`src/rtl/adder_share_arbiter.sv`:
```
// Round-robin arbiter sharing one carry-select adder among NREQ requesters, with
// per-requester locking so multi-word additions can chain the stored carry.
module adder_share_arbiter #(
  parameter int unsigned NREQ  = 4,
  parameter int unsigned WIDTH = 16,
  localparam int unsigned IdW  = (NREQ > 1) ? $clog2(NREQ) : 1
) (
  input  logic                  clk,
  input  logic                  rst_n,
  input  logic [NREQ-1:0]       req,
  input  logic [NREQ-1:0]       lock,
  input  logic [NREQ*WIDTH-1:0] a_in,
  input  logic [NREQ*WIDTH-1:0] b_in,
  input  logic [NREQ-1:0]       cin_in,
  output logic [NREQ-1:0]       gnt,
  output logic                  res_valid,
  output logic [IdW-1:0]        res_id,
  output logic [WIDTH-1:0]      res_sum,
  output logic                  res_cout,
  output logic                  res_chained,
  output logic                  busy
);

  typedef enum logic [0:0] {StIdle, StLocked} state_e;

  state_e           state_q, state_d;
  logic [IdW-1:0]   ptr_q, ptr_d;
  logic [IdW-1:0]   owner_q, owner_d;
  logic             carry_q, carry_d;

  logic             res_valid_q;
  logic [IdW-1:0]   res_id_q;
  logic [WIDTH-1:0] res_sum_q;
  logic             res_cout_q;
  logic             res_chained_q;

  logic             idle_found;
  logic [IdW-1:0]   idle_idx;
  logic [IdW-1:0]   cand_idx;
  logic [IdW-1:0]   gnt_idx;
  logic             xfer;
  logic [IdW-1:0]   next_ptr;

  logic [WIDTH-1:0] op_a, op_b;
  logic             cin_eff;
  logic [WIDTH:0]   chain0, chain1;
  logic [WIDTH-1:0] sum0, sum1;
  logic [WIDTH-1:0] sum_sel;
  logic             cout_sel;

  // Idle arbitration: first requester at or above ptr_q, wrapping around.
  always_comb begin
    idle_found = 1'b0;
    idle_idx   = '0;
    cand_idx   = '0;
    for (int unsigned k = 0; k < NREQ; k++) begin
      cand_idx = IdW'((32'(ptr_q) + k) % NREQ);
      if (!idle_found && req[cand_idx]) begin
        idle_found = 1'b1;
        idle_idx   = cand_idx;
      end
    end
  end

  always_comb begin
    gnt     = '0;
    gnt_idx = '0;
    if (!rst_n) begin
      gnt = '0;
    end else if (state_q == StLocked) begin
      gnt_idx = owner_q;
      if (req[owner_q]) begin
        gnt[owner_q] = 1'b1;
      end
    end else if (idle_found) begin
      gnt_idx       = idle_idx;
      gnt[idle_idx] = 1'b1;
    end
  end

  assign xfer     = |gnt;
  assign next_ptr = (gnt_idx == IdW'(NREQ - 1)) ? '0 : gnt_idx + 1'b1;

  assign op_a    = a_in[32'(gnt_idx) * WIDTH +: WIDTH];
  assign op_b    = b_in[32'(gnt_idx) * WIDTH +: WIDTH];
  assign cin_eff = (state_q == StLocked) ? carry_q : cin_in[gnt_idx];

  // Carry-select: both ripple chains run in parallel, the effective carry picks one.
  always_comb begin
    chain0[0] = 1'b0;
    chain1[0] = 1'b1;
    for (int unsigned i = 0; i < WIDTH; i++) begin
      sum0[i]     = op_a[i] ^ op_b[i] ^ chain0[i];
      sum1[i]     = op_a[i] ^ op_b[i] ^ chain1[i];
      chain0[i+1] = (op_a[i] & op_b[i]) | (chain0[i] & (op_a[i] ^ op_b[i]));
      chain1[i+1] = (op_a[i] & op_b[i]) | (chain1[i] & (op_a[i] ^ op_b[i]));
    end
  end

  assign sum_sel  = cin_eff ? sum1 : sum0;
  assign cout_sel = cin_eff ? chain1[WIDTH] : chain0[WIDTH];

  always_comb begin
    state_d = state_q;
    ptr_d   = ptr_q;
    owner_d = owner_q;
    carry_d = carry_q;
    if (xfer) begin
      unique case (state_q)
        StIdle: begin
          if (lock[gnt_idx]) begin
            state_d = StLocked;
            owner_d = gnt_idx;
            carry_d = cout_sel;
          end else begin
            ptr_d = next_ptr;
          end
        end
        StLocked: begin
          carry_d = cout_sel;
          if (!lock[owner_q]) begin
            state_d = StIdle;
            ptr_d   = next_ptr;
          end
        end
        default: state_d = StIdle;
      endcase
    end
  end

  always_ff @(posedge clk or negedge rst_n) begin
    if (!rst_n) begin
      state_q <= StIdle;
      ptr_q   <= '0;
      owner_q <= '0;
      carry_q <= 1'b0;
    end else begin
      state_q <= state_d;
      ptr_q   <= ptr_d;
      owner_q <= owner_d;
      carry_q <= carry_d;
    end
  end

  always_ff @(posedge clk or negedge rst_n) begin
    if (!rst_n) begin
      res_valid_q   <= 1'b0;
      res_id_q      <= '0;
      res_sum_q     <= '0;
      res_cout_q    <= 1'b0;
      res_chained_q <= 1'b0;
    end else begin
      res_valid_q <= xfer;
      if (xfer) begin
        res_id_q      <= gnt_idx;
        res_sum_q     <= sum_sel;
        res_cout_q    <= cout_sel;
        res_chained_q <= (state_q == StLocked);
      end
    end
  end

  assign res_valid   = res_valid_q;
  assign res_id      = res_id_q;
  assign res_sum     = res_sum_q;
  assign res_cout    = res_cout_q;
  assign res_chained = res_chained_q;
  assign busy        = (state_q == StLocked);

endmodule

```
`config.mk`:
```
export PLATFORM = sky130hd
export DESIGN_NAME = adder_share_arbiter
export DESIGN_NICKNAME = d
export VERILOG_FILES = /design/src/rtl/adder_share_arbiter.sv
export SDC_FILE = /design/constraint.sdc
export NUM_CORES = 1
export LEC_CHECK = 0
export ABC_CLOCK_PERIOD_IN_PS = 10900
export CAP_MARGIN = 20
export CORE_UTILIZATION = 35
export CTS_CLUSTER_SIZE = 16
export DETAILED_ROUTE_END_ITERATION = 16
export PLACE_DENSITY = 0.78
export SETUP_SLACK_MARGIN = 0.4
export SKIP_LAST_GASP = 1
export SYNTH_ARGS = -nofsm -noshare
export SYNTH_HDL_FRONTEND = slang
export SYNTH_SLANG_ARGS = --single-unit
```
`constraint.sdc`:
```
create_clock -name clk -period 10.9 [get_ports clk]
set_clock_uncertainty 0.1 [all_clocks]
set_input_delay 1.09 -clock clk [delete_from_list [all_inputs] [get_ports clk]]
set_output_delay 1.09 -clock clk [all_outputs]
set_load 0.005 [all_outputs]
```
### After elaboration in Yosys (flattened, before gate mapping)

Cells that the tools add are included.

* output and inout port bits: 26
* logic and storage cells: 212
* bits in registers: 27
* input bits: 142

* muxes and demuxes: 47
* equality and inequality tests: 4
* shift-type cells: 2
* magnitude comparators: 9
* bitwise gates (word level): 125
* add/subtract/negate cells: 4
* reductions and logical operators: 12

Operator list (number)
* 64-bit by 7-bit variable part select with 16-bit output: 2
* 1-bit bitwise AND: 46
* 1-bit XOR: 46
* 1-bit bitwise OR: 31
* 2-bit by 3-bit less-than comparator with 1-bit output, second input constant: 7
* 2-bit two-way mux: 10
* 1-bit two-way mux: 19
* 1-bit binary-select mux with 2-bit select: 8
* 16-bit two-way mux: 1
* 4-bit two-way mux: 4
* 2-bit != test, second input constant: 3
* 3-bit AND reduction: 2
* 1-bit logical AND: 5
* 2-bit by 1-bit adder with 2-bit output, second input constant: 2
* 2-bit adder, second input constant: 2
* 1-bit demux with 2-bit select: 2
* 2-bit by 1-bit greater-or-equal comparator with 1-bit output, second input constant: 2
* 1-bit one-hot mux with 2 select lines: 2
* 2-bit one-hot mux with 2 select lines: 1
* 4-bit OR reduction: 1
* 1-bit logical NOT: 3
* 2-bit == test, second input constant: 1
* 1-bit inverter: 2
* 2-bit AND reduction: 1

### Depth between registers and ports, before layout

Gate-level depths: netlist of the first run.

* depth in word-level cells: 51
* mapped depth: 32
* depth with buffers taken out: 30

### Least setup slack after synthesis of the first run

Ideal clock, no wire load.

* path type: input to register
* start: input port req[2]
* end: register res_sum_q[15], in the netlist res_sum[15]
* buffers on the path: 2
* arrival: 8.233 ns
* data required time: 10.673 ns
* path slack: 2.439 ns
* cell stages on the path: 32
* setup time: 0.127 ns
* cells stage by stage: nor2b_1 a311oi_2 nor3_1 o21a_1 buf_6 clkbuf_1 mux4_2 inv_1 ha_1 inv_1 mux2i_1 fa_1 fa_1 fa_1 fa_1 fa_1 inv_1 fa_1 fa_1 inv_1 fa_1 inv_1 fa_1 inv_1 fa_1 fa_1 fa_1 fa_1 fa_1 inv_1 fa_1 mux2_1

* longest elaborated chain between the ends: 48
* elaborated cells on any way between the ends: 133
* classes of those cells: order compare: 2; shift: 2; mux: 31; bitwise: 90; reduce/logical: 8

RTL lines
* from (decl): RTL line 10 `input logic [NREQ-1:0] req,`
* 1-bit binary-select mux with 2-bit select: RTL line 58 `if (!idle_found && req[cand_idx]) begin`
* 1-bit two-way mux (implied by the code): RTL line 58
* 1-bit two-way mux: RTL line 58
* 1-bit logical NOT: RTL line 58
* 1-bit logical AND: RTL line 58
* 1-bit two-way mux: RTL line 58
* 1-bit logical NOT: RTL line 58
* 1-bit logical AND: RTL line 58
* (+33 left out)
* 1-bit bitwise OR: RTL line 96 `chain1[i+1] = (op_a[i] & op_b[i]) | (chain1[i] & (op_a[i] ^ op_b[i]));`
* 1-bit bitwise AND: RTL line 96
* 1-bit bitwise OR: RTL line 96
* 1-bit bitwise AND: RTL line 96
* 1-bit bitwise OR: RTL line 96
* 1-bit XOR: RTL line 94 `sum1[i] = op_a[i] ^ op_b[i] ^ chain1[i];`
* 16-bit two-way mux *: RTL line 100 `assign sum_sel = cin_eff ? sum1 : sum0;`
* named net sum_sel[15]: RTL line 48 `logic [WIDTH-1:0] sum_sel;`
* to (signal assigned): RTL line 156 `res_sum_q <= sum_sel;`
* to (decl): RTL line 33 `logic [WIDTH-1:0] res_sum_q;`

Mark *: on every way through the listed nets, which the timed path passes. The rest lies on a longest branch. The select of a mux whose other input is x is not followed.
A chain may end at the register's enable or synchronous reset.

### Worst setup path after layout of the first run

* start: input port rst_n
* end: register res_sum_q[15], in the netlist res_sum[15]

* longest elaborated chain between the ends: 34
* elaborated cells on any way between the ends: 99
* classes of those cells: shift: 2; mux: 6; bitwise: 90; reduce/logical: 1

RTL lines
* from (decl): RTL line 9 `input logic rst_n,`
* 2-bit two-way mux *: RTL line 68 `if (!rst_n) begin`
* 64-bit by 7-bit variable part select with 16-bit output (on tied branches): RTL line 84, 85
* 1-bit bitwise AND / 1-bit XOR (equally long branches): RTL line 95, 96
* 1-bit bitwise OR: RTL line 96
* 1-bit bitwise AND: RTL line 96
* 1-bit bitwise OR: RTL line 96
* 1-bit bitwise AND: RTL line 96
* 1-bit bitwise OR: RTL line 96
* (+19 left out)
* 1-bit bitwise OR: RTL line 96
* 1-bit bitwise AND: RTL line 96
* 1-bit bitwise OR: RTL line 96
* 1-bit bitwise AND: RTL line 96
* 1-bit bitwise OR: RTL line 96
* 1-bit XOR: RTL line 94
* 16-bit two-way mux *: RTL line 100
* named net sum_sel[15]: RTL line 48

Marks and branches as above.

==> impl_metrics.yaml, run 1 <==
final_layout:
  final_common_cell: "clkdlybuf4s50_1"
  syn_to_final_growth_pct: 70.2
  diodes: 0
  layout_common_cells: "clkdlybuf4s50_1 (167), inv_1 (34), mux4_2 (34)"
  final_layout_size_suffix_gt1_frac: 0.127
  nNetsFinal: 547
die:
  die_h_um: 87.9
  dieArea_sq_um: 7730
  die_x_um: 87.9
  rows: 30
  start_util: 0.372
  io_pins: 168
  core_sq_um: 6940
route:
  dr_total_vias: 2475
  wl_per_cell_um: 15.8
  drt_pass1_iterations: 4
  drt_iter0_markers: 121
  drt-vias-per-instance: 5.13
  ant_nets: 0
  drc: 0
  routed_wirelength_mm: 7.63
place:
  io_buffers: 167
  hpwl_mm: 6.65
  pre_cts_slack_ns: 1.25
  gp_congestion: 0.846
run:
  maxCapViolations: 0
clock_network:
  clock_sinks: 27
  cts_tree: "built"
  clockRootBuffer: "clkbuf_8"
  clk_latency_ns: 0.27
  postCtsResizedCells: 0
  holdBufCountCts: 0
  clk_pin_slew_ns: 0.10
  clk_path_buf_depth: 2
  cts_max_level: 1
  cts_setup_buffers: 0
  cts_made_buffers: 3
timing:
  fin_crit_sh: 0.850
  rsz0062_at_grt: "false"
  setup_violations: 0
  setup_tns_ns: 0
  period_needed_ns: 9.27
  timing.fmax_mhz: 108
  hold_viol: 0
  report.final.slew_viol_count: 0
  worst_pin_slew_ns: 0.764
  maxSlewHeadroom: 0.490
  fin_ws_ns: 1.63
logic_synthesis:
  ys_ff_latch: 27
  yosysWarnings: 0
  synth_cells: 223
  syn_nets: 383
  synth-async-reset-ratio: 1.00
  avgSynthCellArea_sq_um: 11.6
  synth_seq_area_share: 0.262
  synth_flop_cell: "dfrtp_1"
  netlist_area_sq_um: 2580
  synth_cell_types: 40
  synth_edf_count: 0
setup_path:
  rrSetupSlack_ns: 2.62
  max_stage_delay_ns: 0.92
  critPathKind: "input port to flop"
  crit_top_cell: "fa_1"
  reg2reg_to: "res_sum[15]"
  reg2reg_depth: 30
  arrival_ns: 9.33
  worstPathRequired_ns: 10.96
  crit_slowest_cell: "clkdlybuf4s50_1"
  rr_startpoint: "ptr_q[1]"
  critPathLaunchType: "input port"
  worst-path-max-fanout: 24
  worstSetupEndpointType: "flop"
grt:
  grt_max_degree: 25
  grt_pass1_vias: 2503
  grt_use_total: 0.200
  grt_overflow: 0
  antenna_found_initial: 0
  grt_pass1_wl_mm: 11.6
pwr:
  cellLeakagePower_nw: 1.75
  vdd_ir_drop_max_mv: 0.0796
  power_density_nw_per_um2: 187
hold_path:
  hp-class: "flop to flop"
  whs_path_depth: 2
  hp-start: "res_sum[5]"
  min_to: "res_sum[5]"
run_status:
  outcome: "complete, no violations"
registers in the layout, indices dropped and copies added (netlist names):
register and flops:
res_sum 16, owner_q 2, ptr_q 2, res_id 2, busy 1, carry_q 1
res_chained 1, res_cout 1, res_valid 1
metrics by stage:
stage | hold WS, ns | power (mW) | cells | utilization | area, sq um
after global routing | 0.422 | 0.904 | 482 | 0.633 | 4400
after detailed placement | 0.374 | 0.776 | 478 | 0.627 | 4350
after floorplan | 0.356 | 0.550 | 223 | - | 2580
final | 0.393 | 0.821 | 482 | 0.633 | 4400
after CTS | 0.396 | 0.836 | 482 | 0.633 | 4400
after global placement | 0.366 | 0.758 | 478 | 0.627 | 4350
worst max-delay path, delay by kind of cell:
family | cells | cell delay, ns
buf+inv | 8 | 1.33
fa+ha+maj | 16 | 5.28
simple gates | 2 | 0.90
mux | 3 | 0.73
worst max-delay path by stage:
stage | from | to | slack (ns)
global route | rst_n | res_sum[15] | 1.10
detailed placement | rst_n | res_sum[15] | 1.25
global placement | rst_n | res_sum[15] | 1.41
CTS | rst_n | res_sum[15] | 1.53
floorplan | req[2] | res_sum[15] | 2.44
finish | rst_n | res_sum[15] | 1.63
Yosys cell counts (all sizes together), types with 5 or more instances:
master / number / share of area
inv: 37 / 0.054
mux4: 34 / 0.30
dfrtp: 27 / 0.26
nand2: 19 / 0.028
o21ai: 19 / 0.037
fa: 15 / 0.12
mux2: 9 / 0.039
buf: 6 / 0.014
clkbuf: 6 / 0.0087
o22ai: 6 / 0.015
and2: 5 / 0.012
mux2i: 5 / 0.019
area by class of cell:
cell class	instances	area, sq um
Fill cell	550	2550
Sequential cell	27	676
Timing Repair Buffer	171	1700
Tap cell	96	120
Multi-Input combinational cell	147	1720
Clock buffer	4	45.0
Inverter	37	139
power by group:
group	internal (mW)	switching [mW]	total (mW)
combinational	0.323	0.252	0.575
sequential	0.152	0.0357	0.188
clock	0.0262	0.0316	0.0578
logic make-up (layout without fill, tap and decap cells):
logic type / Yosys count / in the layout / synth area share
AO/OA/AOI/OAI: 39 / 39 / 0.0973
XOR/XNOR: 1 / 1 / 0.00339
adder cells (fa/ha/maj): 18 / 18 / 0.131
buffers and inverters: 49 / 212 / 0.0765
flip-flops: 27 / 27 / 0.262
multiplexers: 48 / 48 / 0.355
AND/OR/NAND/NOR: 41 / 41 / 0.0755
per-layer routing:
| metal | global-route usage | routed length [um] | up-vias |
|---|---|---|---|
| li1 | - | - | 1144 |
| met1 | 0.236 | 2640 | 1191 |
| met2 | 0.374 | 4230 | 136 |
| met3 | 0.0396 | 692 | 4 |
| met4 | 0.0477 | 70 | 0 |
| met5 | 0 | 0 | - |
No activity file was read; power rests on OpenSTA's default activity.
==> inputs of run 2 (changes only) <==
--- a/config.mk
+++ b/config.mk
@@ -10,6 +10,7 @@
 export CORE_UTILIZATION = 35
 export CTS_CLUSTER_SIZE = 16
 export DETAILED_ROUTE_END_ITERATION = 16
+export MAX_ROUTING_LAYER = met4
 export PLACE_DENSITY = 0.78
 export SETUP_SLACK_MARGIN = 0.4
 export SKIP_LAST_GASP = 1
==> run 2 against run 1 <==
Critical path depth grew 1. Sequential power is essentially flat. Maximum frequency shrank 0.37%. Utilization grew 0.11 points. Hold slack gained 0.0036 ns. Via count is essentially flat. Worst setup slack lost 0.034 ns. Routed wire length grew 1.8%. Sequential share of layout area is essentially flat. Final area grew 0.17%. Flip-flop and latch count is the same. Combinational power grew 0.9%. Highest routed layer unchanged.
==> impl_metrics.yaml, run 2 (synthesized netlist as in run 1, its figures left out) <==
pwr:
  power_density_nw_per_um2: 187
  finalPower_mw: 0.826
  cellLeakagePower_nw: 1.76
  vdd_ir_drop_max_mv: 0.0786
timing:
  holdWs_ns: 0.396
  timing.fmax_mhz: 108
  fin_ws_ns: 1.60
  report.final.slew_viol_count: 0
  period_needed_ns: 9.30
  setup_violations: 0
  rsz0062_at_grt: "false"
  fin_crit_sh: 0.853
  hold_viol: 0
  maxSlewHeadroom: 0.497
  worst_pin_slew_ns: 0.754
  setup_tns_ns: 0
place:
  pre_cts_slack_ns: 1.20
  io_buffers: 167
  hpwl_mm: 6.82
  gp_congestion: 0.876
final_layout:
  layout_common_cells: "clkdlybuf4s50_1 (167), inv_1 (34), mux4_2 (34)"
  final_core_util: 0.634
  final_layout_size_suffix_gt1_frac: 0.129
  largest_register_ffs: 16
  diodes: 0
  syn_to_final_growth_pct: 70.5
  nNetsFinal: 548
  final_common_cell: "clkdlybuf4s50_1"
route:
  drt_pass1_iterations: 4
  dr_total_vias: 2476
  wl_per_cell_um: 16.1
  routed_wirelength_mm: 7.77
  drc: 0
  ant_nets: 0
  drt-vias-per-instance: 5.13
  drt_iter0_markers: 91
grt:
  antenna_found_initial: 0
  grt_max_degree: 25
  grt_pass1_wl_mm: 12.1
  grt_overflow: 0
  grt_pass1_vias: 2562
  grt_use_total: 0.214
setup_path:
  critPathLaunchType: "input port"
  max_stage_delay_ns: 0.74
  worstSetupEndpointType: "flop"
  critPathKind: "input port to flop"
  worst-path-max-fanout: 24
  worstPathRequired_ns: 10.96
  crit_top_cell: "fa_1"
  arrival_ns: 9.36
  crit_slowest_cell: "clkdlybuf4s50_1"
clock_network:
  clk_latency_ns: 0.27
  postCtsResizedCells: 0
  cts_tree: "built"
  clk_path_buf_depth: 2
  clockRootBuffer: "clkbuf_8"
  clock_sinks: 27
  cts_setup_buffers: 0
  cts_made_buffers: 3
  cts_max_level: 1
  holdBufCountCts: 0
  clk_pin_slew_ns: 0.10
run_status:
  outcome: "complete, no violations"
die:
  rows: 30
  dieArea_sq_um: 7730
  die_x_um: 87.9
  io_pins: 168
  die_h_um: 87.9
  start_util: 0.372
  core_sq_um: 6940
hold_path:
  hp-class: "flop to flop"
run:
  maxCapViolations: 0
-- run 2: critical path: cells and delay by family --
kind / cells / cell delay, ns
fa+ha+maj: 16 / 5.34
buf+inv: 9 / 1.47
simple gates: 2 / 0.75
mux: 3 / 0.71
-- run 2: routing by layer --
layer,vias up,track usage,share of wire
met5,-,-,0
met4,0,0.0477,0.0050
met3,6,0.0292,0.068
met2,116,0.384,0.56
met1,1210,0.253,0.37
li1,1144,-,-
-- run 2: worst paths after layout --
kind	end	slack (ns)	startpoint	depth (start not counted)
worst min-delay path	res_sum[5]	0.40	res_sum[5]	2
max in group asynchronous	res_sum[10]	9.15	rst_n	2
worst min register to register	res_sum[5]	0.40	res_sum[5]	2
min in group asynchronous	carry_q	1.02	rst_n	1
worst max register to register	res_sum[15]	2.50	ptr_q[1]	30
worst max-delay path	res_sum[15]	1.60	rst_n	30
-- run 2: area by class of cell --
cell class                      instances  area, sq um
Inverter                               37          139
Multi-Input combinational cell        147         1720
Tap cell                               96          120
Clock buffer                            4         45.0
Timing Repair Buffer                  172         1710
Fill cell                             558         2540
Sequential cell                        27          676
-- run 2: through the flow --
stage	instance area, sq um	instances
floorplan	2580	223
global placement	4360	479
detailed placement	4360	479
CTS	4410	483
global route	4410	483
finish	4410	483
-- run 2: power breakdown --
part,switching [mW],total (mW),internal [mW]
Combinational,0.256,0.580,0.324
Sequential,0.0352,0.187,0.152
Clock,0.0326,0.0588,0.0262
Total,0.324,0.826,0.502
==> inputs of run 3 (changes only) <==
--- a/config.mk
+++ b/config.mk
@@ -5,13 +5,13 @@
 export SDC_FILE = /design/constraint.sdc
 export NUM_CORES = 1
 export LEC_CHECK = 0
-export ABC_CLOCK_PERIOD_IN_PS = 10900
+export ABC_CLOCK_PERIOD_IN_PS = 7500
 export CAP_MARGIN = 20
-export CORE_UTILIZATION = 35
+export CORE_UTILIZATION = 33
 export CTS_CLUSTER_SIZE = 16
 export DETAILED_ROUTE_END_ITERATION = 16
 export MAX_ROUTING_LAYER = met4
-export PLACE_DENSITY = 0.78
+export PLACE_DENSITY = 0.77
 export SETUP_SLACK_MARGIN = 0.4
 export SKIP_LAST_GASP = 1
 export SYNTH_ARGS = -nofsm -noshare
==> constraint.sdc (replaced) <==
create_clock -name clk -period 7.5 [get_ports clk]
set_clock_uncertainty 0.1 [all_clocks]
set_input_delay 0.75 -clock clk [delete_from_list [all_inputs] [get_ports clk]]
set_output_delay 0.75 -clock clk [all_outputs]
set_load 0.005 [all_outputs]
==> run 3 against run 2 <==
Largest cell class unchanged. Utilization about the same. Via count up 3.7%. Routed wire length grew 3.5%. Final area is 6.7% higher. Critical path depth grew 1. Die area increased by 5.9%. Sequential share of layout area decreased by 0.93 points.
==> impl_metrics.yaml, run 3 (synthesized netlist as in run 1, its figures left out) <==
setup_path:
  worst-path-max-fanout: 4
  crit_slowest_cell: "fa_2"
  arrival_ns: 7.56
  critPathLaunchType: "input port"
  path_depth: 31
  reg2reg_depth: 31
  critPathKind: "input port to flop"
  worstPathRequired_ns: 7.56
  crit_top_cell: "fa_2"
  crit_family: "adder cells"
  max_stage_delay_ns: 0.41
  worstSetupEndpointType: "flop"
  critPathBufInv: 8
grt:
  grt_use_total: 0.202
  grt_overflow: 0
  grt_pass1_wl_mm: 12.7
  antenna_found_initial: 0
  grt_pass1_vias: 2670
  grt_max_degree: 36
final_layout:
  nNetsFinal: 567
  final_common_cell: "clkdlybuf4s50_1"
  final_layout_size_suffix_gt1_frac: 0.273
  largest_register_ffs: 16
  syn_to_final_growth_pct: 81.9
  diodes: 0
  layout_common_cells: "clkdlybuf4s50_1 (162), mux4_2 (34), dfrtp_1 (26)"
  stdcell_count: 505
pwr:
  cellLeakagePower_nw: 1.86
  vdd_ir_drop_max_mv: 0.103
  power_density_nw_per_um2: 278
  finalPower_mw: 1.31
timing:
  report.final.slew_viol_count: 0
  holdWs_ns: 0.355
  period_needed_ns: 7.50
  worst_pin_slew_ns: 0.840
  fin_crit_sh: 1.00
  timing.fmax_mhz: 133
  hold_viol: 0
  rsz0062_at_grt: "true"
  maxSlewHeadroom: 0.439
  setup_violations: 0
die:
  die_x_um: 90.5
  io_pins: 168
  dieArea_sq_um: 8190
  rows: 31
  core_sq_um: 7410
  die_h_um: 90.5
  start_util: 0.349
clock_network:
  cts_made_buffers: 3
  clk_pin_slew_ns: 0.10
  clk_latency_ns: 0.27
  cts_tree: "built"
  cts_max_level: 1
  clock_sinks: 27
  clockRootBuffer: "clkbuf_8"
  clk_path_buf_depth: 2
place:
  hpwl_mm: 6.89
  dp_cells: 496
  gp_congestion: 0.900
  io_buffers: 167
route:
  routed_wirelength_mm: 8.04
  drt_iter0_markers: 106
  drt_pass1_iterations: 5
  wl_per_cell_um: 15.9
  ant_nets: 0
  drt-vias-per-instance: 5.08
  drc: 0
  dr_total_vias: 2567
run_status:
  outcome: "complete, no violations"
hold_path:
  hp-class: "input port to async pin"
run:
  maxCapViolations: 0
[run 3: final cells by class]
class | count | area, sq um
clock buffer | 3 | 41.3
clock inverter | 1 | 5.00
fill | 611 | 2710
inverter | 37 | 139
multi-input combinational | 147 | 1860
sequential | 27 | 677
tap | 99 | 124
timing repair buffer | 191 | 1860
[run 3: path summary, 6_finish.rpt]
path / start / to / slack, ns
worst max-delay path: req[2] / res_sum[15] / 0.00002
worst min-delay path: rst_n / ptr_q[0] / 0.36
worst max register to register: ptr_q[1] / res_sum[15] / 0.10
worst min register to register: res_sum[13] / res_sum[13] / 0.40
max in group asynchronous: rst_n / res_id[1] / 6.74
min in group clk: res_sum[13] / res_sum[13] / 0.40
[run 3: stage by stage]
stage / setup slack (ns) / utilization / area, sq um / TNS [ns]
after detailed placement: -0.835 / 0.616 / 4560 / -2.03
after floorplan: -0.0528 / - / 2700 / -0.0528
after global routing: -0.193 / 0.634 / 4700 / -0.193
after CTS: 0.0232 / 0.627 / 4640 / 0
after global placement: -0.739 / 0.616 / 4560 / -1.73
final: 0.0000160 / 0.634 / 4700 / 0
[run 3: repair_timing]
item | CTS | global route
gates cloned | 0 | 0
gates resized for setup | 27 | 8
buffers inserted | 3 | 2
hold buffers | 0 | 0
endpoints found under the setup margin | 5 | 4
pin swaps | 3 | 1
[run 3: worst reg2reg max path: cells and delay by family (launching register included)]
kind,cells,cell delay (ns)
AOI/OAI and AO/OA,1,0.22
adders and majority gates,16,4.88
buffers and inverters,8,0.50
DFF,1,0.51
muxes,3,0.72
and+or+nand+nor,3,0.35
[run 3: routing by layer]
| metal | track usage | routed length (um) | up-vias |
|---|---|---|---|
| met3 | 0.0295 | 531 | 8 |
| met1 | 0.236 | 2950 | 1253 |
| met4 | 0.0484 | 85 | 0 |
| met5 | - | 0 | - |
| li1 | - | - | 1180 |
| met2 | 0.363 | 4470 | 126 |
[run 3: report_power, final]
| part | switching (mW) | internal, mW | total [mW] |
|---|---|---|---|
| Sequential | 0.0587 | 0.221 | 0.280 |
| Combinational | 0.403 | 0.538 | 0.941 |
| Clock | 0.0486 | 0.0373 | 0.0859 |
